`src/rtl/sobel_pkg.sv`:
```
// sobel_pkg: shared sequencer states, default frame geometry and counter width helper
//   Used by sobel_frame_ctrl and the Sobel core.
package sobel_pkg;
    typedef enum logic [2:0] {IDLE, FLUSH, RUN, DRAIN, END} state_t;
    localparam int DEF_IMG_WIDTH = 720;
    localparam int DEF_IMG_HEIGHT = 540;
    function automatic int cnt_width(input int n);
        return $clog2(n + 1);
    endfunction
endpackage

```
`src/rtl/sobel_frame_ctrl_if.sv`:
```
// sobel_frame_ctrl_if: FIFO/core handshake bundle around the Sobel core
//   master: frame controller (drives gated FIFO read/write and gated empty/full)
//   slave:  FIFOs and core (drive raw empty/full and core requests)
interface sobel_frame_ctrl_if;
    logic src_empty;
    logic src_rd_en;
    logic core_in_empty;
    logic core_in_rd_en;
    logic dst_full;
    logic dst_wr_en;
    logic core_out_full;
    logic core_out_wr_en;
    modport master (
        input  src_empty, core_in_rd_en, dst_full, core_out_wr_en,
        output src_rd_en, core_in_empty, dst_wr_en, core_out_full
    );
    modport slave (
        output src_empty, core_in_rd_en, dst_full, core_out_wr_en,
        input  src_rd_en, core_in_empty, dst_wr_en, core_out_full
    );
endinterface

```
`src/rtl/sobel_stall_timer.sv`:
```
// sobel_stall_timer: counts consecutive write-less cycles while enabled
//   clock, reset: clock and synchronous active-high reset
//   clear:   zero the count (frame restart)
//   enable:  count only while draining
//   write:   an output write happened this cycle (restarts the count)
//   expired: this is the TIMEOUT-th consecutive idle cycle
module sobel_stall_timer #(
    parameter int TIMEOUT = 65535
) (
    input  logic clock,
    input  logic reset,
    input  logic clear,
    input  logic enable,
    input  logic write,
    output logic expired
);
    localparam int SW = $clog2(TIMEOUT + 1);
    logic [SW-1:0] stall_cnt;
    always_ff @(posedge clock) begin
        if (reset || clear || (enable && write))
            stall_cnt <= '0;
        else if (enable)
            stall_cnt <= stall_cnt + 1'b1;
    end
    assign expired = enable && !write && stall_cnt == SW'(TIMEOUT - 1);
endmodule

```
`src/rtl/sobel_frame_ctrl.sv`:
```
// sobel_frame_ctrl: frame sequencer gating the Sobel core's FIFO handshakes
//   clock, reset  : clock, synchronous active-high reset
//   start, frames : begin a run of 'frames' frames (ignored when 0 or busy)
//   abort         : cancel the run, back to IDLE next cycle
//   busy, done, error, frame_count : run status; done pulses once per run,
//                   error is a sticky drain timeout
//   core_reset    : held high in IDLE and for one FLUSH cycle between frames
//   fifo          : gated FIFO/core handshakes (master side)
module sobel_frame_ctrl
    import sobel_pkg::*;
#(
    parameter int IMG_WIDTH     = DEF_IMG_WIDTH,
    parameter int IMG_HEIGHT    = DEF_IMG_HEIGHT,
    parameter int IN_PER_FRAME  = IMG_WIDTH * IMG_HEIGHT,
    parameter int OUT_PER_FRAME = IMG_WIDTH * IMG_HEIGHT,
    parameter int TIMEOUT       = 65535,
    parameter int CW            = cnt_width(IN_PER_FRAME)
) (
    input  logic        clock,
    input  logic        reset,
    input  logic        start,
    input  logic        abort,
    input  logic [7:0]  frames,
    output logic        busy,
    output logic        done,
    output logic        error,
    output logic [15:0] frame_count,
    output logic        core_reset,
    sobel_frame_ctrl_if.master fifo
);
    localparam int OW = cnt_width(OUT_PER_FRAME);
    state_t        state;
    logic [7:0]    frames_left;
    logic [CW-1:0] in_cnt;
    logic [CW-1:0] in_nxt;
    logic [OW-1:0] out_cnt;
    logic [OW-1:0] out_nxt;
    logic          in_gate;
    logic          out_gate;
    logic          in_hit;
    logic          out_hit;
    logic          expired;
    assign in_gate  = state == RUN && in_cnt < CW'(IN_PER_FRAME);
    assign out_gate = (state == RUN || state == DRAIN) && out_cnt < OW'(OUT_PER_FRAME);
    assign fifo.src_rd_en     = fifo.core_in_rd_en & in_gate;
    assign fifo.core_in_empty = fifo.src_empty | ~in_gate;
    assign fifo.dst_wr_en     = fifo.core_out_wr_en & out_gate;
    assign fifo.core_out_full = fifo.dst_full | ~out_gate;
    // Transitions look at the counts as they will be after this cycle's transfers
    assign in_nxt  = in_cnt + CW'(fifo.src_rd_en);
    assign out_nxt = out_cnt + OW'(fifo.dst_wr_en);
    assign in_hit  = in_nxt == CW'(IN_PER_FRAME);
    assign out_hit = out_nxt == OW'(OUT_PER_FRAME);
    sobel_stall_timer #(.TIMEOUT(TIMEOUT)) u_stall (
        .clock   (clock),
        .reset   (reset),
        .clear   (state == FLUSH),
        .enable  (state == DRAIN),
        .write   (fifo.dst_wr_en),
        .expired (expired)
    );
    always_ff @(posedge clock) begin
        if (reset) begin
            state       <= IDLE;
            busy        <= 1'b0;
            done        <= 1'b0;
            error       <= 1'b0;
            frame_count <= '0;
            core_reset  <= 1'b1;
            frames_left <= '0;
            in_cnt      <= '0;
            out_cnt     <= '0;
        end else begin
            done <= 1'b0;
            if (abort && state != IDLE) begin
                state      <= IDLE;
                busy       <= 1'b0;
                core_reset <= 1'b1;
            end else begin
                case (state)
                    IDLE: begin
                        if (start && !abort && frames != 8'd0) begin
                            state       <= FLUSH;
                            busy        <= 1'b1;
                            frames_left <= frames;
                            error       <= 1'b0;
                        end
                    end
                    FLUSH: begin
                        in_cnt     <= '0;
                        out_cnt    <= '0;
                        state      <= RUN;
                        core_reset <= 1'b0;
                    end
                    RUN: begin
                        in_cnt  <= in_nxt;
                        out_cnt <= out_nxt;
                        if (in_hit)
                            state <= out_hit ? END : DRAIN;
                    end
                    DRAIN: begin
                        out_cnt <= out_nxt;
                        if (out_hit) begin
                            state <= END;
                        end else if (expired) begin
                            state      <= IDLE;
                            busy       <= 1'b0;
                            core_reset <= 1'b1;
                            error      <= 1'b1;
                        end
                    end
                    END: begin
                        frame_count <= frame_count + 16'd1;
                        frames_left <= frames_left - 8'd1;
                        core_reset  <= 1'b1;
                        if (frames_left == 8'd1) begin
                            state <= IDLE;
                            busy  <= 1'b0;
                            done  <= 1'b1;
                        end else begin
                            state <= FLUSH;
                        end
                    end
                    default: state <= IDLE;
                endcase
            end
        end
    end
endmodule

```
`src/flat_wrapper.sv`:
```
// flat-port wrapper written by rule: the top's interface ports become plain ports
module sobel_frame_ctrl_flat import sobel_pkg::*;
#(
    parameter int IMG_WIDTH     = DEF_IMG_WIDTH,
    parameter int IMG_HEIGHT    = DEF_IMG_HEIGHT,
    parameter int IN_PER_FRAME  = IMG_WIDTH * IMG_HEIGHT,
    parameter int OUT_PER_FRAME = IMG_WIDTH * IMG_HEIGHT,
    parameter int TIMEOUT       = 65535,
    parameter int CW            = cnt_width(IN_PER_FRAME)
)
  (clock, reset, start, abort, frames, busy, done, error, frame_count, core_reset, fifo_src_empty, fifo_core_in_rd_en, fifo_dst_full, fifo_core_out_wr_en, fifo_src_rd_en, fifo_core_in_empty, fifo_dst_wr_en, fifo_core_out_full);
  sobel_frame_ctrl_if fifo_i ();
  input  logic clock;
  input  logic reset;
  input  logic start;
  input  logic abort;
  input  logic [7:0] frames;
  output logic busy;
  output logic done;
  output logic error;
  output logic [15:0] frame_count;
  output logic core_reset;
  input wire logic [$bits(fifo_i.src_empty)-1:0] fifo_src_empty;
  input wire logic [$bits(fifo_i.core_in_rd_en)-1:0] fifo_core_in_rd_en;
  input wire logic [$bits(fifo_i.dst_full)-1:0] fifo_dst_full;
  input wire logic [$bits(fifo_i.core_out_wr_en)-1:0] fifo_core_out_wr_en;
  output wire logic [$bits(fifo_i.src_rd_en)-1:0] fifo_src_rd_en;
  output wire logic [$bits(fifo_i.core_in_empty)-1:0] fifo_core_in_empty;
  output wire logic [$bits(fifo_i.dst_wr_en)-1:0] fifo_dst_wr_en;
  output wire logic [$bits(fifo_i.core_out_full)-1:0] fifo_core_out_full;
  assign fifo_i.src_empty = fifo_src_empty;
  assign fifo_i.core_in_rd_en = fifo_core_in_rd_en;
  assign fifo_i.dst_full = fifo_dst_full;
  assign fifo_i.core_out_wr_en = fifo_core_out_wr_en;
  assign fifo_src_rd_en = fifo_i.src_rd_en;
  assign fifo_core_in_empty = fifo_i.core_in_empty;
  assign fifo_dst_wr_en = fifo_i.dst_wr_en;
  assign fifo_core_out_full = fifo_i.core_out_full;
  sobel_frame_ctrl #(.IMG_WIDTH(IMG_WIDTH), .IMG_HEIGHT(IMG_HEIGHT), .IN_PER_FRAME(IN_PER_FRAME), .OUT_PER_FRAME(OUT_PER_FRAME), .TIMEOUT(TIMEOUT), .CW(CW)) u_core (.clock(clock), .reset(reset), .start(start), .abort(abort), .frames(frames), .busy(busy), .done(done), .error(error), .frame_count(frame_count), .core_reset(core_reset), .fifo(fifo_i));
endmodule
```
`config.mk`:
```
export PLATFORM = sky130hd
export DESIGN_NAME = sobel_frame_ctrl_flat
export DESIGN_NICKNAME = d
export VERILOG_FILES = /design/src/rtl/sobel_pkg.sv /design/src/rtl/sobel_frame_ctrl_if.sv /design/src/rtl/sobel_stall_timer.sv /design/src/rtl/sobel_frame_ctrl.sv /design/src/flat_wrapper.sv
export SDC_FILE = /design/constraint.sdc
export NUM_CORES = 1
export LEC_CHECK = 0
export ABC_AREA = 1
export BUFFER_PORTS_ARGS = -buffer_cell sky130_fd_sc_hd__buf_2
export CAP_MARGIN = 20
export CORE_MARGIN = 4
export CORE_UTILIZATION = 40
export CTS_BUF_LIST = sky130_fd_sc_hd__clkbuf_4
export DETAILED_ROUTE_END_ITERATION = 10
export GPL_ROUTABILITY_DRIVEN = 0
export GPL_TIMING_DRIVEN = 0
export PLACE_DENSITY = 0.62
export RECOVER_POWER = 100
export SKIP_LAST_GASP = 1
export SLEW_MARGIN = 20
export SYNTH_ARGS = -nofsm -noshare
export SYNTH_HDL_FRONTEND = slang
export SYNTH_HIERARCHICAL = 1
export SYNTH_SLANG_ARGS = --single-unit
```
`constraint.sdc`:
```
create_clock -name clock -period 4.32 [get_ports clock]
set_input_delay 0.648 -clock clock [delete_from_list [all_inputs] [get_ports clock]]
set_output_delay 0.648 -clock clock [all_outputs]
set_load 0.02 [all_outputs]
```
==> results of run 1 <==
[flip-flops by register name, summed over array words and instances, names as in the netlist]
name                      cells
u_core/frame_count           16
u_core/core_reset             1
u_core/state                  3
u_core/busy                   1
u_core/error                  1
u_core/out_cnt               19
u_core/u_stall/stall_cnt     16
u_core/done                   1
u_core/frames_left            8
u_core/in_cnt                19
[synthesized netlist by cell type, drive strengths merged (3+ instances only)]
library cell  instances
nand3                53
or2                   8
inv                  88
o21bai                3
nand4                14
nand2               235
dfxtp                85
xnor2                 8
nand3b                5
ha                    9
a31oi                 3
nor4                  3
clkinv                3
clkbuf               12
a211oi                3
xor2                 14
nor2                122
o21ai                27
a21oi                71
nor3                 17
[cell families (layout without fill, tap and decap cells)]
group,after synthesis,count (layout),synth area share
XOR/XNOR,22,22,0.0382
AND/OR/NAND/NOR,459,459,0.405
adder cells (fa/ha/maj),9,9,0.0223
flip-flops,85,85,0.338
AO/OA/AOI/OAI,111,111,0.117
buffers and inverters,105,160,0.0792
[stage by stage]
stage	utilization	cells	hold WS, ps	cell area [sq um]	setup WS [ps]
6_report	0.449	1014	443	5460	726
5_1_grt	0.449	1014	412	5460	354
4_1_cts	0.457	1014	399	5560	902
3_5_place_dp	0.448	998	458	5440	930
3_3_place_gp	0.448	998	448	5440	915
2_1_floorplan	-	791	445	5040	1420
[metal layers]
| layer | vias to the layer above | global-route usage | wire, um |
|---|---|---|---|
| met2 | 51 | 0.272 | 5280 |
| met3 | 10 | 0.0440 | 396 |
| met5 | - | 0 | 0 |
| met4 | 0 | 0.0333 | 126 |
| li1 | 2635 | - | - |
| met1 | 2090 | 0.237 | 6110 |
[critical path, cell delays in order (launching register included)]
cell,delay (ps)
dfxtp_1,370
nand2_1,130
a21oi_1,50
nand2_1,60
nand2_1,50
a21oi_1,130
o21ai_0,160
nor2_1,370
ha_1,270
ha_1,220
nand2_1,80
nor2_1,320
nand3_1,210
nand2_1,120
nand2_1,50
nor2_1,110
nand3_1,120
nor2_1,170
nand2_2,90
a21oi_1,160
nand2_1,110
nor2_1,100
nor2_1,40
[power groups by stage]
stage               combinational [uW]  clock (uW)  sequential [uW]
global placement                   441           0              861
detailed placement                 443           0              861
floorplan                          311           0              869
global route                       486         475              849
CTS                                445         445              844
finish                             428         421              843
[area by class of cell]
type | instances | area share
multi-input combinational | 601 | 0.526
sequential | 85 | 0.312
inverter | 91 | 0.0626
tap | 168 | 0.0385
timing repair buffer | 39 | 0.0300
clock buffer | 9 | 0.0124
buffer | 14 | 0.00963
clock inverter | 7 | 0.00917
[worst max-delay path by stage]
stage                      end  slack, ps  cells past startpoint
2_1_floorplan  u_core/state[1]       1420                     22
3_3_place_gp   u_core/state[1]        910                     22
3_5_place_dp   u_core/state[1]        930                     22
4_1_cts        u_core/state[1]        900                     22
5_1_grt        u_core/state[1]        350                     22
6_report       u_core/state[1]        730                     22
==> summary.md, run 1 <==
| Metric | Value |
|---|---|
| Post-cts sizing count | 0 |
| Total Power | between 1500 and 2000 uW |
| Crit Path Category | register to register |
| Internal cell power | 1060 uW |
| Detail Placement HPWL | approximately 8900 um |
| Asr flop ratio synth | 0 |
| Nets | 866 |
| GRT Util Overall | 0.171 |
| Setup TNS | 0 ps |
| Clk_skew | 11.3 ps |
| Mapped Nets | about 820 |
| FF-to-FF Start | u_core/out_cnt[10] |
| Worst setup startpoint | u_core/out_cnt[10] |
| Mapped Cells | between 700 and 800 |
| Maximum net fanout on the critical path | 5 |
| WHS Endpoint | u_core/frames_left[2] |
| Synth cell types | 37 |
| Reg-to-Reg End | u_core/state[1] |
| Hold WC Path Type | input pin to register |
| Worst EP required | approximately 4700 ps |
| Full die area | 14500 sq um |
| Most frequent cells in the layout | nand2_1, nor2_1, dfxtp_1 |
| Max-slew violation count | 0 |
| I/O Pins | 40 |
| Crit path launch type | register |
| Reg area | 1700 sq um |
| Primary FF master, synth | dfxtp_1 |
| N_diodes | 0 |
| Row count | 40 |
| DRC | 0 |
| CTS tree | yes |
| Sw Share | 0.372 |
| Seq/Total Area, Yosys | 0.338 |
| Routed wire length | between 10000 and 15000 um |
| Remaining Overflow, GRT | 0 |
| Multi-input logic area | roughly 2900 sq um |
| Synth top area cells | dfxtp_1, nand2_1, nor2_1 |
| Initial antenna violation count | 0 |
| Final setup viols | 0 |
| H-tree depth | 3 |
| Clock power frac | 0.249 |
| Sequential share of power | 0.498 |
| Most common cell after layout, fill and taps aside | nand2_1 |
| Final hold vios | 0 |
| Status | complete, no violations |
| Minimum clock period | roughly 3600 ps |
| Chip Height | between 100 and 150 um |
| Worst Tran Pin Value | between 700 and 800 ps |
| Hold bufs inserted after CTS | 0 |
| Worst setup EP type | register |
| Switch Pwr | around 630 uW |
| DRT Pass-1 Iters | 5 |
| Initial Util | 0.414 |
| Comb pwr share | 0.253 |
| Mean Syn Cell Area | 6.37 sq um |
| RSZ-0062 raised after global routing | false |
| Via Count | 4786 |
| Synth warn | 6 |
| Worst reg2reg setup slack | 730 ps |
| Synthesized cell area | 5040 sq um |
| WL/cell | around 12 um |
| Clock Sinks | 85 |
| First-pass GRT wire length | just over 20000 um |
| Worst Min Path Start | frames[2] |
| Core ar. | 12200 sq um |
| Maximum vdd drop | 0.194 mV |
| Vias in the first global route | about 4.3k |
| Leakage | between 0.002 and 0.0025 uW |
| ANT nets after route | 0 |
| Cell taking the most area after synthesis | dfxtp_1 |
| Clock buffer depth | 2 |
| Port Buffer Count | 39 |
| Slew margin rel. | 0.506 |
| CTS buffer count | 9 |
| Largest net degree at the start of global routing | 16 |
| Die X | about 120 um |
| Clock Root Buffer | clkbuf_4 |
| Via/cell ratio | around 4.7 |
| EDFF count, synth | 0 |
| Power Dens Cells | 310 nW/um^2 |
| Post-synth top area share | 0.338 |
| Worst-path clk slew | roughly 140 ps |
| DR iter-0 viols | between 300 and 400 |
| Critical Path AT | approximately 4000 ps |
| Post-CTS setup buffer count | 0 |
| Fmax | roughly 280 MHz |
| Fraction of layout instances using a drive strength above 1 | 0.0686 |
| Area grow syn2layout | 8.34% |
| Skew-Pair Late Insertion Delay | approximately 470 ps |
| FF-to-FF path depth | 22 |
| Fin crit share | 0.832 |
| # Max-Cap Violations | 0 |
| Worst Hold Depth | 3 |
| Synthesized flop and latch total | 85 |
| # fillers | 1328 |
(Power assumes the default switching activity.)
==> run 2, diff against run 1 <==
--- a/config.mk
+++ b/config.mk
@@ -14,7 +14,7 @@
 export DETAILED_ROUTE_END_ITERATION = 10
 export GPL_ROUTABILITY_DRIVEN = 0
 export GPL_TIMING_DRIVEN = 0
-export PLACE_DENSITY = 0.62
+export PLACE_DENSITY = 0.64
 export RECOVER_POWER = 100
 export SKIP_LAST_GASP = 1
 export SLEW_MARGIN = 20
==> constraint.sdc (replaced) <==
create_clock -name clock -period 3.3 [get_ports clock]
set_input_delay 0.495 -clock clock [delete_from_list [all_inputs] [get_ports clock]]
set_output_delay 0.495 -clock clock [all_outputs]
set_load 0.02 [all_outputs]
==> summary.md, run 2 (same netlist as run 1, synthesis figures left out) <==
| Metric | Value |
|---|---|
| Status | complete, no violations |
| Worst setup startpoint | u_core/out_cnt[7] |
| DR iter-0 viols | 202 (-39%) |
| Registers with the most flip-flops | u_core/in_cnt (19), u_core/out_cnt (19) |
| Most common cell after layout, fill and taps aside | nand2_1 |
| Worst setup EP type | register |
| Via/cell ratio | 4.78 (+1.2%) |
| Crit Path Category | register to register |
| WL/cell | 11.8 um (+0.36%) |
| Initial Util | 0.414 (unchanged) |
| DRC | 0 (unchanged) |
| Hold bufs inserted after CTS | 0 (unchanged) |
| Port Buffer Count | 39 (unchanged) |
| Multi-input logic area | 2950 sq um (+2.6%) |
| Vias in the first global route | 4330 (+0.30%) |
| Nets | 868 (+0.23%) |
| FF-to-FF Start | u_core/out_cnt[7] |
| CTS buffer count | 9 (unchanged) |
| Fin crit share | 0.907 (+0.0749) |
| Final hold vios | 0 (unchanged) |
| Largest net degree at the start of global routing | 15 (-1) |
| Worst Min Path Start | frames[3] |
| Chip Height | 120 um (unchanged) |
| Clock Root Buffer | clkbuf_4 |
| Maximum net fanout on the critical path | 5 (unchanged) |
| Reg area | 1710 sq um (+0.44%) |
| Detail Placement HPWL | 8980 um (+0.57%) |
| Full die area | 14500 sq um (unchanged) |
| H-tree depth | 3 (unchanged) |
| Hold WC Path Type | input pin to register |
| Maximum vdd drop | 0.247 mV (+27%) |
| Initial antenna violation count | 0 (unchanged) |
| Minimum clock period | 2990 ps (-601 ps) |
| ANT nets after route | 0 (unchanged) |
| # Max-Cap Violations | 0 (unchanged) |
| I/O Pins | 40 (unchanged) |
| Core ar. | 12200 sq um (unchanged) |
| # fillers | 1330 (+0.15%) |
| Final Util | 0.456 (+0.00700) |
| Critical Path AT | 3360 ps (-620 ps) |
| Worst Tran Pin Value | 741 ps (+3.04 ps) |
| Crit path launch type | register |
| Skew-Pair Late Insertion Delay | 450 ps (-20 ps) |
| CTS tree | yes |
| Clk_skew | 5.46 ps (-5.87 ps) |
| Die X | 120 um (unchanged) |
| Row count | 40 (unchanged) |
| N_diodes | 0 (unchanged) |
| Final setup viols | 0 (unchanged) |
| Area grow syn2layout | 10.0% |
| Fmax | 334 MHz (+20%) |
| Remaining Overflow, GRT | 0 (unchanged) |
| Leakage | 0.00206 uW (+0.33%) |
| First-pass GRT wire length | 20100 um (-1.1%) |
| RSZ-0062 raised after global routing | false |
| Worst EP required | 3660 ps (-1050 ps) |
| DRT Pass-1 Iters | 6 (+1) |
| Most frequent cells in the layout | nand2_1, nor2_1, inv_1 |
| Clock Sinks | 85 (unchanged) |
| GRT Util Overall | 0.168 (-0.00322) |
| Worst hold slack | 309 ps (-134 ps) |
| Worst-path clk slew | 130 ps (about the same) |
| Fraction of layout instances using a drive strength above 1 | 0.0921 (+0.0235) |
| Via Count | 4850 (+1.3%) |
| Routed wire length | 12000 um (+0.46%) |
| Power Dens Cells | 397 nW/um^2 (+28%) |
| Clock buffer depth | 2 (unchanged) |
| Slew margin rel. | 0.504 (-0.00204) |
| Max-slew violation count | 0 (unchanged) |
[run 2: cell count changes in the layout (fill, tap and decap cells not counted), moves of 3 or more]
cell,change
nor2_1,-6
dfxtp_1,-6
nor2_4,+4
ha_1,-3
dfxtp_2,+6
[run 2: power breakdown]
group	total [uW]	switching, uW	leakage, uW	internal (uW)
Combinational	571	398	0.00132	173
Sequential	1100	35.1	0.000690	1070
Clock	524	375	0.0000554	149
[run 2: repair_timing]
action | in CTS | in global routing
endpoints found under the setup margin | 6 | 6
pin swaps | 1 | 3
gates resized for setup | 1 | 18
buffers inserted | 1 | 1
endpoints found under the hold margin | 0 | 0
[run 2: critical path: stages, from the launching register on]
cell and delay, ps:
dfxtp_2 370, nand2_2 100, a21oi_1 70, nand2_1 60, nand2_1 60, a21oi_2 140
o21ai_2 90, nor2_2 140, ha_1 200, ha_2 220, nand3_1 160, nor2_2 170
nand2_1 60, nand2_1 80, nand2_1 60, nor2_1 210, nand2_2 90, nor2_2 150
nand2_2 100, a21oi_2 140, nand2_1 100, nor2_1 90, nor2_1 50
[run 2: worst paths after layout]
kind,endpoint,slack [ps],cells past startpoint
max,u_core/state[1],310,22
min,u_core/frames_left[3],310,3
max reg2reg,u_core/state[1],310,22
min reg2reg,u_core/frame_count[15],470,2
[run 2: stage by stage]
stage / instances / instance area (sq um) / power (uW) / setup WS, ps / setup TNS, ps
4_1_cts: 1014 / 5560 / 2250 / 64.0 / 0
3_5_place_dp: 998 / 5440 / 1710 / -167 / -435
3_3_place_gp: 998 / 5440 / 1710 / -232 / -850
2_1_floorplan: 791 / 5040 / 1540 / 404 / 0
6_report: 1015 / 5540 / 2200 / 307 / 0
5_1_grt: 1015 / 5540 / 2370 / 10.7 / 0
[run 2: cell type report]
cell class / instances / area share
timing repair buffer: 41 / 0.0318
sequential: 85 / 0.308
tap: 168 / 0.0379
buffer: 14 / 0.00948
inverter: 91 / 0.0616
multi-input combinational: 601 / 0.531
clock inverter: 6 / 0.00745
clock buffer: 9 / 0.0122
[run 2: per-layer routing]
layer | share of wire | vias up | wire length, um | GRT usage
met4 | 0.0074 | 0 | 89 | 0.0361
met2 | 0.46 | 50 | 5500 | 0.271
met1 | 0.50 | 2162 | 6000 | 0.229
met3 | 0.031 | 6 | 369 | 0.0407
li1 | - | 2632 | - | -
met5 | 0 | - | 0 | 0
==> run 3, diff against run 2 <==
--- a/config.mk
+++ b/config.mk
@@ -14,7 +14,7 @@
 export DETAILED_ROUTE_END_ITERATION = 10
 export GPL_ROUTABILITY_DRIVEN = 0
 export GPL_TIMING_DRIVEN = 0
-export PLACE_DENSITY = 0.64
+export PLACE_DENSITY = 0.62
 export RECOVER_POWER = 100
 export SKIP_LAST_GASP = 1
 export SLEW_MARGIN = 20
==> constraint.sdc (replaced) <==
create_clock -name clock -period 3.08 [get_ports clock]
set_input_delay 0.462 -clock clock [delete_from_list [all_inputs] [get_ports clock]]
set_output_delay 0.462 -clock clock [all_outputs]
set_load 0.02 [all_outputs]
==> summary.md, run 3 (same netlist as run 1, synthesis figures left out) <==
| Metric | Value |
|---|---|
| Status | complete, no violations |
| Worst setup EP type | register |
| Maximum net fanout on the critical path | 5 (unchanged) |
| Worst-path clk slew | 140 ps (about the same) |
| H-tree depth | 3 (unchanged) |
| Chip Height | 120 um (unchanged) |
| Worst path cell trace | nand2_2 > a21oi_1 > nand2_1 > nand2_1 > a21oi_2 > o21ai_2 > nor2_2 > ha_2 > ha_4 > nand2_2 > nor2_4 > nand3_2 > nand2_1 > nand2_1 > nor2_2 > nand2_2 > nor2_4 > nand2_2 > a21oi_2 > nand2_2 > nor2_1 > nor2_1 |
| Max-slew violation count | 0 (unchanged) |
| Initial antenna violation count | 0 (unchanged) |
| Total Power | 2410 uW (+9.4%) |
| DRT Pass-1 Iters | 5 (-1) |
| First-pass GRT wire length | 20400 um (+1.6%) |
| Cell family with most CP delay | simple AND/OR/NAND/NOR gates |
| Clock Root Buffer | clkbuf_4 |
| Internal cell power | 1510 uW (+8.5%) |
| Setup TNS | 0 ps (unchanged) |
| Detail Placement HPWL | 8930 um (-0.56%) |
| Minimum clock period | 2910 ps (-81.6 ps) |
| Port Buffer Count | 39 (unchanged) |
| Via/cell ratio | 4.75 (-0.57%) |
| FF-to-FF path depth | 22 (unchanged) |
| DRC | 0 (unchanged) |
| Full die area | 14500 sq um (unchanged) |
| Switch Pwr | 897 uW (+11%) |
| Slew margin rel. | 0.529 (+0.0245) |
| # fillers | 1300 (-2.3%) |
| Hold bufs inserted after CTS | 0 (unchanged) |
| Area grow syn2layout | 13.3% |
| CTS tree | yes |
| Crit path launch type | register |
| Clock power frac | 0.245 (+0.007) |
| DR iter-0 viols | 344 (+70%) |
| Slowest CP cell | dfxtp_4 |
| Fin crit share | 0.945 (+0.0383) |
| CTS buffer count | 9 (unchanged) |
| N_diodes | 0 (unchanged) |
| Power Dens Cells | 421 nW/um^2 (+6.2%) |
| Finished Layout Cells | 1020 (+0.49%) |
| Most frequent CP cell | nand2_2 |
| Row count | 40 (unchanged) |
| Most frequent cells in the layout | nand2_1, nor2_1, inv_1 |
| Vias in the first global route | 4344 (+0.32%) |
| Post-Place Setup Slack | -310 ps (-143 ps) |
| Nets | 872 (+0.46%) |
| Leakage | 0.00212 uW (+2.7%) |
| Comb pwr share | 0.264 (+0.004) |
| I/O Pins | 40 (unchanged) |
| Most common cell after layout, fill and taps aside | nand2_1 |
| ANT nets after route | 0 (unchanged) |
| Maximum vdd drop | 0.260 mV (+5.2%) |
| Fin area | 5710 sq um (+3.0%) |
| Die X | 120 um (unchanged) |
| Largest net degree at the start of global routing | 16 (+1) |
| Final hold vios | 0 (unchanged) |
| Core ar. | 12200 sq um (unchanged) |
| Clock Sinks | 85 (unchanged) |
| GRT Util Overall | 0.172 (+0.00391) |
| Remaining Overflow, GRT | 0 (unchanged) |
| Max stage delay on crit path | 390 ps (+20 ps) |
| Setup ws final | 169 ps (-138 ps) |
| Worst EP required | 3460 ps (-200 ps) |
| Worst Hold Depth | 3 (unchanged) |
| Cell Area, Placed | 5440 sq um (unchanged) |
| Via Count | 4846 (-0.082%) |
| Clk_skew | 6.42 ps (+0.962 ps) |
| # Max-Cap Violations | 0 (unchanged) |
| Routed wire length | 12100 um (+0.94%) |
| Placed Instances | 998 (unchanged) |
| Sw Share | 0.373 (+0.00520) |
| Skew-Pair Late Insertion Delay | 460 ps (about the same) |
| Fmax | 344 MHz (+2.8%) |
| Critical Path AT | 3290 ps (-70 ps) |
| WP depth | 22 (unchanged) |
| Crit Path Category | register to register |
| Hold WC Path Type | input pin to register |
| Final setup viols | 0 (unchanged) |
| Worst Tran Pin Value | 705 ps (-36.6 ps) |
| Clock buffer depth | 2 (unchanged) |
| Initial Util | 0.414 (unchanged) |
| Registers with the most flip-flops | u_core/in_cnt (19), u_core/out_cnt (19) |
| Sequential share of power | 0.491 (-0.011) |
| Fraction of layout instances using a drive strength above 1 | 0.128 (+0.0358) |
| Worst path buffer plus inverter count | 0 (unchanged) |
| WL/cell | 11.8 um (+0.45%) |
## run 3: changes by cell type in the layout (fill, tap and decap cells not counted), sizes merged
| cell | delta |
|---|---|
| buf | +8 |
| clkbuf | -4 |
| clkinv | -1 |
| inv | +2 |
## run 3: final timing paths
kind | startpoint | endpoint | slack, ps
worst max-delay path | u_core/out_cnt[7] | u_core/state[1] | 170
worst min register to register | u_core/frame_count[15] | u_core/frame_count[15] | 480
worst min-delay path | frames[2] | u_core/frames_left[2] | 260
worst max register to register | u_core/out_cnt[7] | u_core/state[1] | 170
## run 3: per-stage QoR
step	hold slack, ps	util
floorplan	445	-
global route	224	0.470
finish	264	0.470
global placement	448	0.448
detailed placement	458	0.448
CTS	213	0.460
## run 3: power groups by stage
| stage | combinational, uW | sequential, uW | clock [uW] |
|---|---|---|---|
| after floorplan | 437 | 1220 | 0 |
| after global placement | 619 | 1210 | 0 |
| after detailed placement | 622 | 1210 | 0 |
| after CTS | 634 | 1180 | 624 |
| after global routing | 720 | 1190 | 668 |
| final | 635 | 1180 | 590 |
## run 3: tightest hold or removal path, cell delays in order
cell and delay (ps):
buf_2 110, nand2_1 60, a31oi_1 70
## run 3: per-layer routing
layer  vias to the layer above  share of wire  GRT usage  wire [um]
met2                        55           0.45      0.273       5430
met3                         8          0.032     0.0440        389
li1                       2647              -          -          -
met4                         0         0.0085     0.0333        103
met1                      2136           0.51      0.238       6150
met5                         -              0          0          0
## run 3: area by class of cell
type	count	area [sq um]	area share
repair buffers	46	219	0.0383
plain buffers	13	48.8	0.00855
clock inverters	7	50.0	0.00876
flip-flops and latches	85	1720	0.301
multi-input cells	601	3060	0.535
well taps	168	210	0.0368
clock buffers	9	67.6	0.0118
inverters	91	342	0.0598
## run 3: what timing repair did
action | CTS | global route
pin swaps | 1 | 20
endpoints found under the setup margin | 6 | 6
resized for setup | 7 | 41
buffers inserted | 1 | 6
